--- config.mk ---
export PLATFORM = sky130hd
export DESIGN_NAME = kirby_sprite_blitter
export DESIGN_NICKNAME = d
export VERILOG_FILES = /design/src/rtl/kirby_draw_pkg.sv /design/src/rtl/kirby_blit_clip.sv /design/src/rtl/kirby_sprite_blitter.sv
export SDC_FILE = /design/constraint.sdc
export NUM_CORES = 1
export LEC_CHECK = 0
export CAP_MARGIN = 40
export CORE_AREA = 10 10 207 209
export DETAILED_ROUTE_END_ITERATION = 6
export DIE_AREA = 0 0 217 219
export GPL_TIMING_DRIVEN = 0
export SLEW_MARGIN = 30
export SYNTH_ARGS = -nofsm -noshare
export SYNTH_HDL_FRONTEND = slang
export SYNTH_SLANG_ARGS = --single-unit
--- constraint.sdc ---
create_clock -name CLK -period 3.5 [get_ports CLK]
set_input_delay 0.875 -clock CLK [delete_from_list [all_inputs] [get_ports CLK]]
set_output_delay 0.875 -clock CLK [all_outputs]
set_load 0.01 [all_outputs]
--- src/rtl/kirby_draw_pkg.sv ---
// rtl/kirby_draw_pkg.sv - shared state type, screen geometry and register indices for the sprite blitter
package kirby_draw_pkg;

    typedef enum logic [1:0] {
        IDLE  = 2'd0,
        RUN   = 2'd1,
        FLUSH = 2'd2,
        DONE  = 2'd3
    } draw_state_t;

    localparam int unsigned SCREEN_W   = 256;
    localparam int unsigned SCREEN_H   = 240;
    localparam int unsigned SPRITE_DIM = 16;

    localparam int unsigned REG_BITS  = 32;
    localparam int unsigned REG_CTRL  = 0;
    localparam int unsigned REG_X     = 1;
    localparam int unsigned REG_Y     = 2;
    localparam int unsigned REG_PAL   = 3;
    localparam int unsigned REG_FRAME = 4;

endpackage

--- src/rtl/kirby_blit_clip.sv ---
// rtl/kirby_blit_clip.sv - screen-space address, clip and transparency decision for one pixel
module kirby_blit_clip
    import kirby_draw_pkg::*;
(
    input  logic [7:0]  base_x,
    input  logic [7:0]  base_y,
    input  logic [3:0]  row,
    input  logic [3:0]  col,
    input  logic [3:0]  color_idx,
    input  logic        pix_valid,
    output logic [15:0] fb_addr,
    output logic        write_en
);

    logic [8:0] x_sum;
    logic [8:0] y_sum;
    logic       on_screen;

    // Carry bit is kept so sprites hanging off the right/bottom edge clip instead of wrapping.
    assign x_sum     = {1'b0, base_x} + {5'b0, col};
    assign y_sum     = {1'b0, base_y} + {5'b0, row};
    assign on_screen = (x_sum < 9'(SCREEN_W)) && (y_sum < 9'(SCREEN_H));
    assign fb_addr   = {y_sum[7:0], x_sum[7:0]};
    assign write_en  = pix_valid && on_screen && (color_idx != 4'd0);

endmodule

--- src/rtl/kirby_sprite_blitter.sv ---
// rtl/kirby_sprite_blitter.sv - copies one 16x16 sprite frame from ROM into the frame buffer
module kirby_sprite_blitter
    import kirby_draw_pkg::*;
(
    input  logic         CLK,
    input  logic         RESET,
    input  logic [511:0] Register_Files,
    output logic [11:0]  rom_addr,
    input  logic [3:0]   rom_data,
    output logic [15:0]  fb_addr,
    output logic [6:0]   fb_data,
    output logic         fb_we,
    output logic         busy,
    output logic         draw_done
);

    draw_state_t state;
    draw_state_t state_nx;

    logic       start_bit;
    logic       start_d;
    logic       start_edge;
    logic       load;
    logic       step;
    logic       last_pix;

    logic [7:0] x_q;
    logic [7:0] y_q;
    logic [2:0] pal_q;
    logic [3:0] frame_q;
    logic [3:0] row_q;
    logic [3:0] col_q;

    logic       pix_valid;
    logic [3:0] p_row;
    logic [3:0] p_col;

    logic       unused_reg_bits;

    assign unused_reg_bits = ^Register_Files;

    assign start_bit  = Register_Files[REG_BITS*REG_CTRL];
    assign start_edge = start_bit && !start_d;
    assign last_pix   = (row_q == 4'(SPRITE_DIM - 1)) && (col_q == 4'(SPRITE_DIM - 1));

    always_ff @(posedge CLK or posedge RESET) begin
        if (RESET) begin
            state <= IDLE;
        end else begin
            state <= state_nx;
        end
    end

    always_comb begin
        state_nx  = state;
        load      = 1'b0;
        step      = 1'b0;
        busy      = 1'b1;
        draw_done = 1'b0;
        case (state)
            IDLE: begin
                busy = 1'b0;
                if (start_edge) begin
                    state_nx = RUN;
                    load     = 1'b1;
                end
            end
            RUN: begin
                step = 1'b1;
                if (last_pix) begin
                    state_nx = FLUSH;
                end
            end
            FLUSH: state_nx = DONE;
            DONE: begin
                draw_done = 1'b1;
                state_nx  = IDLE;
            end
            default: state_nx = IDLE;
        endcase
    end

    // Counters park on the last pixel after RUN so rom_addr holds its final value.
    always_ff @(posedge CLK or posedge RESET) begin
        if (RESET) begin
            start_d <= 1'b0;
            x_q     <= 8'd0;
            y_q     <= 8'd0;
            pal_q   <= 3'd0;
            frame_q <= 4'd0;
            row_q   <= 4'd0;
            col_q   <= 4'd0;
        end else begin
            start_d <= start_bit;
            if (load) begin
                x_q     <= Register_Files[REG_BITS*REG_X +: 8];
                y_q     <= Register_Files[REG_BITS*REG_Y +: 8];
                pal_q   <= Register_Files[REG_BITS*REG_PAL +: 3];
                frame_q <= Register_Files[REG_BITS*REG_FRAME +: 4];
                row_q   <= 4'd0;
                col_q   <= 4'd0;
            end else if (step && !last_pix) begin
                {row_q, col_q} <= {row_q, col_q} + 8'd1;
            end
        end
    end

    // One-stage delay to line the pixel coordinates up with the returning ROM data.
    always_ff @(posedge CLK or posedge RESET) begin
        if (RESET) begin
            pix_valid <= 1'b0;
            p_row     <= 4'd0;
            p_col     <= 4'd0;
        end else begin
            pix_valid <= step;
            p_row     <= row_q;
            p_col     <= col_q;
        end
    end

    assign rom_addr = {frame_q, row_q, col_q};
    assign fb_data  = pix_valid ? {pal_q, rom_data} : 7'd0;

    kirby_blit_clip u_clip (
        .base_x    (x_q),
        .base_y    (y_q),
        .row       (p_row),
        .col       (p_col),
        .color_idx (rom_data),
        .pix_valid (pix_valid),
        .fb_addr   (fb_addr),
        .write_en  (fb_we)
    );

endmodule

==> results by group, run 1 <==
Run status
  – Status: completed

Global route
  – Global routing usage on met1: between 3 and 4%
  – M2 GR Usage: roughly 5.6%
  – Overall routing resource usage: 3.38%
  – Largest net degree at the start of global routing: 44
  – GRT busiest layer: met2
  – Overflow left after global routing: 0
  – First-pass GRT wire length: between 10 and 15 mm
  – Initial antenna violation count: 3
  – Met3 Use GR: 1.57%
  – Vias in the first global route: 1688

Pwr
  – Max VDD drop: 0.298 mV
  – Leakage: 1.38 nW
  – Pwr dens: 839 nW/µm²
  – Total power: a little over 3 mW

Clock network
  – Clk buf depth: 2
  – Clock latency on the worst-skew pair: 0.29 ns
  – CTS root buffer: clkbuf_16
  – Worst-path clk slew: ~0.07 ns
  – TritonCTS clock tree: done
  – Inserted Clock Buffers: 5
  – H-tree Lvls: 2
  – Hold buffer count at CTS: 0
  – Sink Count: 43

Worst hold path
  – Hold Path Stages: 0
  – Hold WC Path Type: reg2reg

Critical path
  – Crit-path cells: ha_1, fa_2, nand3_1, nand2_1, xnor2_1, clkdlybuf4s50_1
  – Critical path capture point type: output port
  – Slowest CP cell: clkdlybuf4s50_1
  – Critical path required time: 2.62 ns
  – R2R cell count: 6
  – Largest fanout on the critical path: 2
  – R2R setup slack: about 1.6 ns
  – Buf/Inv on CP: 1
  – Cell family with most CP delay: adder cells
  – Critical Path Source Type: flip-flop
  – Worst path max stage delay: 0.61 ns
  – Crit path kind: reg2out
  – Critical path depth: 6
  – Worst Path Arrival: 2.41 ns

Cells and area
  – Share of cells above drive strength 1: 16.2%
  – Fin nets: 785
  – Fillers: 4507
  – Final Cell Area: 3650 µm²
  – Final Util: about a tenth
  – Area growth, synth to finish: 72.1%
  – Non-filler cells in the finished layout: between 700 and 800

Synthesis
  – YS warnings: 0
  – Predominant post-synthesis flop cell: dfrtp_1
  – #FFs+latches synth: 43
  – Synthesized netlist cell count: 176
  – Share of flip-flops with an asynchronous set or reset: 100%
  – Leading area contributor after synthesis: dfrtp_1
  – Mapped Area: around 2100 µm²
  – Synth top area share: 50.7%
  – Post-synth EDFFs: 0
  – Post-synth net total: approximately 710
  – Top-count cell post-synth: dfrtp_1
  – Post-synth top cells: dfrtp_1, mux2_2, ha_1
  – Top post-synthesis cells by area: dfrtp_1, mux2_2, ha_1, xnor2_1, xor2_1
  – Post-synth cell types: 33
  – Syn_area_per_cell: 12.1 µm²
  – Part of the Yosys area used for sequential elements: 50.7%

Detailed routing
  – Iter 0 DRT Violations: 20
  – DR vias/cell: 2.02
  – DRT Pass-1 Iters: 4
  – Post-route ant nets: 0
  – WL/cell: 10.4 µm
  – Remaining DRCs: 0
  – Wirelength, routed: 8.03 mm
  – DR vias: 1562

Timing
  – Fin worst setup slack: 0.215 ns
  – Final hold vios: 0
  – F_max: 304 MHz
  – Final Max Tran Viols: 0
  – Final Hold Slack: roughly 0.46 ns
  – Setup violators final: 0
  – Post-route minimum period: 3.29 ns
  – Worst-margin pin slew: roughly 0.59 ns
  – Final worst-path cycle share: 93.9%
  – Final setup TNS: 0 ns
  – Slew margin rel.: 61.0%
  – Worst Skew: 0.00660 ns
  – RSZ-0062 raised after global routing: false

Floorplan
  – Full die area: 47500 µm²
  – Height of the die: 219 µm
  – Die X: approximately 220 µm
  – Ports: 556
  – Site row count: about 70
  – Initial Util: roughly 5.5%
  – Core Region: ~39000 µm²

Placement
  – Placer Congestion: 0.704
  – Cell Count Post-Placement: about 760
  – Placed cell areas: 3440 µm²
  – Pre-CTS setup slack: ~0.075 ns
  – # port buffers: 67
  – HPWL after DPL: 6.73 mm

Flow run
  – Max-Cap Viols: 0
==> worst reg2reg max path, cell delays in order (launching register included) <==
cell and delay [ns]:
dfrtp_1 0.42, inv_1 0.10, ha_1 0.19, inv_1 0.08
nor2_2 0.24, buf_2 0.39, mux2_2 0.39
==> path summary, 6_finish.rpt <==
check | startpoint | end
max in group asynchronous | RESET | y_q[7]
min in group asynchronous | RESET | y_q[3]
setup reg to reg | state[0] | frame_q[1]
setup / recovery | p_row[0] | fb_addr[12]
hold reg to reg | col_q[2] | p_col[2]
hold / removal | col_q[2] | p_col[2]
==> power by group <==
group,switching [mW],internal (mW)
clock network,0.214,0.337
logic,0.726,0.865
registers,0.212,0.714
total,1.15,1.92
==> sequential cells by signal, indices dropped and copies added, names as in the netlist <==
name,flops
state,2
frame_q,4
p_col,4
col_q,4
start_d,1
y_q,8
p_row,4
pix_valid,1
x_q,8
row_q,4
pal_q,3
==> timing repair <==
item                                    CTS  global route
pin swaps                                 0             2
endpoints found under the setup margin    2             4
buffers inserted                          0             2
gates resized for setup                   1             6
==> per-layer routing <==
| layer | up-vias | routed length, µm |
|---|---|---|
| li1 | 757 | - |
| met1 | 764 | 3390 |
| met2 | 27 | 4000 |
| met3 | 10 | 543 |
| met4 | 4 | 70 |
| met5 | - | 23 |
==> cell families after synthesis <==
family / synth area share [%]
buffers and inverters: 2.65
XOR/XNOR: 7.42
AO/OA/AOI/OAI: 7.19
AND/OR/NAND/NOR: 10.9
adder cells (fa/ha/maj): 9.55
multiplexers: 11.6
flip-flops: 50.7
==> area by class of cell <==
class | count | area, µm² | share of cell area, %
diodes | 1 | 2.50 | 0.0685
clock inverters | 3 | 43.8 | 1.20
clock buffers | 5 | 125 | 3.42
flip-flops and latches | 43 | 1080 | 29.4
well taps | 518 | 648 | 17.7
multi-input cells | 119 | 1000 | 27.5
plain buffers | 4 | 18.8 | 0.514
inverters | 10 | 40.0 | 1.10
repair buffers | 69 | 696 | 19.0
==> cells in the final DEF, fill, tap and decap left out, types with 4 or more instances in the layout <==
cell,Yosys,routed
inv_1,10,9
clkdlybuf4s50_1,0,63
nor2b_1,4,4
ha_1,13,13
dfrtp_1,43,43
xnor2_1,10,10
nor2_1,10,10
o21ai_0,6,6
mux2_2,21,21
dlymetal6s2s_1,0,4
nand3_1,5,5
nand2_1,7,7
xor2_1,8,8
nand4_1,4,4
clkbuf_16,0,5
and2_1,7,7
(Power assumes the default switching activity.)
==> inputs of run 2 (changes only) <==
CORE_AREA = 10 10 208 210   (was 10 10 207 209)
DIE_AREA = 0 0 218 220   (was 0 0 217 219)
clock period = 3.3 ns   (was 3.5 ns; I/O delays follow)
==> run 2 against run 1 <==
Clock power fell by 4.5%. Largest power group unchanged. Largest cell class unchanged. Combinational power rose by 6%. Utilization fell by 0.15 points. Worst setup slack got worse by 0.071 ns. Cell area rose by 0.24%. Via count rose by 5.3%. First-iteration DRC count rose by 150%. Critical path depth rose by 1. Sequential share of layout area fell by 0.070 points.
==> results by group, run 2 (same netlist as run 1, synthesis figures left out) <==
Critical path
  – R2R setup slack: 1.39 ns (-0.19 ns)
  – R2R cell count: 6 (unchanged)
  – Worst path max stage delay: 0.57 ns (-0.04 ns)
  – Crit-path cells: ha_1, a21o_1, a21oi_2, nor2b_1, o21ai_0, xnor2_1, clkdlybuf4s50_1
  – Critical path capture point type: output port
  – FF-to-FF Start: state[0]
  – Buf/Inv on CP: 1 (unchanged)
  – Largest fanout on the critical path: 2 (unchanged)
  – Critical path required time: 2.47 ns (-0.15 ns)
  – Cell family with most CP delay: buffers and inverters
  – Slowest CP cell: clkdlybuf4s50_1
  – Crit path kind: reg2out
  – R2r endpoint: pal_q[1]
  – Worst Path Arrival: 2.33 ns (-0.08 ns)
  – Critical Path Source Type: flip-flop

Floorplan
  – Core Region: 39300 µm² (+1.9%)
  – Height of the die: 220 µm (+0.46%)
  – Initial Util: 5.41% (-0.10 points)
  – Ports: 556 (unchanged)
  – Die X: 218 µm (+0.46%)
  – Full die area: 48000 µm² (+0.92%)
  – Site row count: 73 (+1.4%)

Timing
  – Slew margin rel.: 66.8% (+5.9 points)
  – Final worst-path cycle share: a little over nine tenths
  – Post-route minimum period: 3.16 ns
  – Setup violators final: 0 (unchanged)
  – RSZ-0062 raised after global routing: false
  – Final Max Tran Viols: 0 (unchanged)
  – Final hold vios: 0 (unchanged)
  – Worst-margin pin slew: 0.497 ns (-0.0878 ns)
  – Fin worst setup slack: 0.143 ns (-0.0713 ns)
  – F_max: 317 MHz
  – Worst Skew: 0.0112 ns (+0.00464 ns)
  – Final Hold Slack: 0.505 ns (+0.0432 ns)

Worst hold path
  – Hold Path Origin: row_q[2]
  – Hold WC Path Type: reg2reg
  – Hold Path Stages: 0 (unchanged)
  – Hold Path End: p_row[2]

Placement
  – Pre-CTS setup slack: -0.0440 ns (-0.119 ns)
  – HPWL after DPL: 6.76 mm (+0.48%)
  – Placer Congestion: 0.697 (-0.97%)
  – # port buffers: 67 (unchanged)

Global route
  – Largest net degree at the start of global routing: 37 (-16%)
  – Overflow left after global routing: 0 (unchanged)
  – Initial antenna violation count: 0 (-3)
  – Vias in the first global route: 1818 (+7.7%)
  – First-pass GRT wire length: 12.0 mm (+2.6%)
  – Overall routing resource usage: 3.43% (+0.050 points)

Cells and area
  – Multi-input gate area: 1020 µm² (+1.1%)
  – Sequential cell area: 1080 µm² (unchanged)
  – Commonest non-fill, non-tap cells in the layout: clkdlybuf4s50_1, dfrtp_1, mux2_2, ha_1, nor2_1
  – Area growth, synth to finish: 72.5%
  – Fin nets: 786 (+0.13%)
  – Most common cell after layout, fill and taps aside: clkdlybuf4s50_1
  – Share of cells above drive strength 1: 17.3% (+1.1 points)
  – Fillers: 4563 (+1.2%)
  – Biggest regs: x_q x8, y_q x8
  – N_diodes: 0 (-1)

Detailed routing
  – Post-route ant nets: 0 (unchanged)
  – WL/cell: 10.5 µm (+1.1%)
  – DR vias: 1645 (+5.3%)
  – Iter 0 DRT Violations: 49 (+150%)
  – Wirelength, routed: 8.19 mm (+2.0%)
  – Remaining DRCs: 0 (unchanged)
  – DR vias/cell: 2.11 (+4.4%)
  – DRT Pass-1 Iters: 4 (unchanged)

Pwr
  – Switch Pwr: 1.24 mW (+7.5%)
  – Total power: 3.19 mW (+4.1%)
  – Seq pwr share: 30.6% (+0.4 points)
  – Share of total power in combinational logic: 52.9% (+1.0 points)
  – Leakage: 1.36 nW (-1.4%)
  – Internal power: 1.95 mW (+2.0%)
  – Sw Ratio: 38.8% (+1.2 points)
  – Clock power frac: 16.5% (-1.5 points)
  – Pwr dens: 871 nW/µm² (+3.8%)
  – Max VDD drop: 0.234 mV (-21%)

Run status
  – Status: completed

Flow run
  – Max-Cap Viols: 0 (unchanged)

Clock network
  – Clock latency on the worst-skew pair: 0.30 ns (about the same)
  – Clk buf depth: 2 (unchanged)
  – Inserted Clock Buffers: 5 (unchanged)
  – CTS root buffer: clkbuf_16
  – Sink Count: 43 (unchanged)
  – H-tree Lvls: 2 (unchanged)
  – TritonCTS clock tree: done
  – Worst-path clk slew: 0.07 ns (about the same)
  – Hold buffer count at CTS: 0 (unchanged)
## run 2: how the worst max path moves through the flow
stage                        start          end  slack, ns  cells after the start
final                     p_col[1]   fb_addr[5]       0.14                      7
after CTS                 p_row[1]  fb_addr[15]       -0.1                      7
after detailed placement  p_row[1]  fb_addr[15]      -0.04                      7
after global routing      p_col[1]   fb_addr[7]       0.01                      7
after floorplan           p_row[0]        fb_we       0.76                      7
after global placement    p_row[1]  fb_addr[15]      -0.03                      7
## run 2: final cells by class
type | instances | area share (%)
clock buffer | 5 | 3.42
timing repair buffer | 70 | 19.3
sequential | 43 | 29.4
buffer | 4 | 0.512
multi-input combinational | 119 | 27.7
inverter | 10 | 1.09
tap | 525 | 17.9
clock inverter | 3 | 0.649
## run 2: what timing repair did
item,4_1_cts,5_1_grt
setup buffers,1,1
pin swaps,0,1
gates resized for setup,7,3
endpoints found under the setup margin,7,4
endpoints found under the hold margin,0,0
## run 2: routing by layer
| metal | part of all wire (%) | vias up | track usage (%) |
|---|---|---|---|
| met1 | 44 | 820 | 4.33 |
| met4 | 0.82 | 0 | 0.648 |
| met5 | 0 | - | 0 |
| met3 | 4.8 | 12 | 1.18 |
| li1 | - | 758 | - |
| met2 | 50 | 55 | 5.56 |
## run 2: power by group through the flow
stage	clock [mW]	combinational [mW]	sequential [mW]
4_1_cts	0.554	1.73	0.983
3_5_place_dp	0	1.71	0.991
6_report	0.526	1.69	0.976
3_3_place_gp	0	1.69	0.983
5_1_grt	0.571	1.86	1.02
2_1_floorplan	0	0.819	0.939
## run 2: worst register-to-register path, delay by kind of cell (launching register included)
| family | cells | cell delay [ns] |
|---|---|---|
| buffers and inverters | 3 | 0.56 |
| DFF | 1 | 0.41 |
| muxes | 1 | 0.39 |
| and+or+nand+nor | 1 | 0.24 |
| adders and majority gates | 1 | 0.20 |
## run 2: stage by stage
stage               utilization [%]  instances  area, µm²  setup TNS [ns]
finish                         9.33        779       3660               0
global placement               8.79        768       3450         -0.0343
detailed placement             8.84        769       3470         -0.0440
global route                   9.33        779       3660               0
floorplan                         -        176       2120               0
CTS                            9.29        778       3650         -0.0991
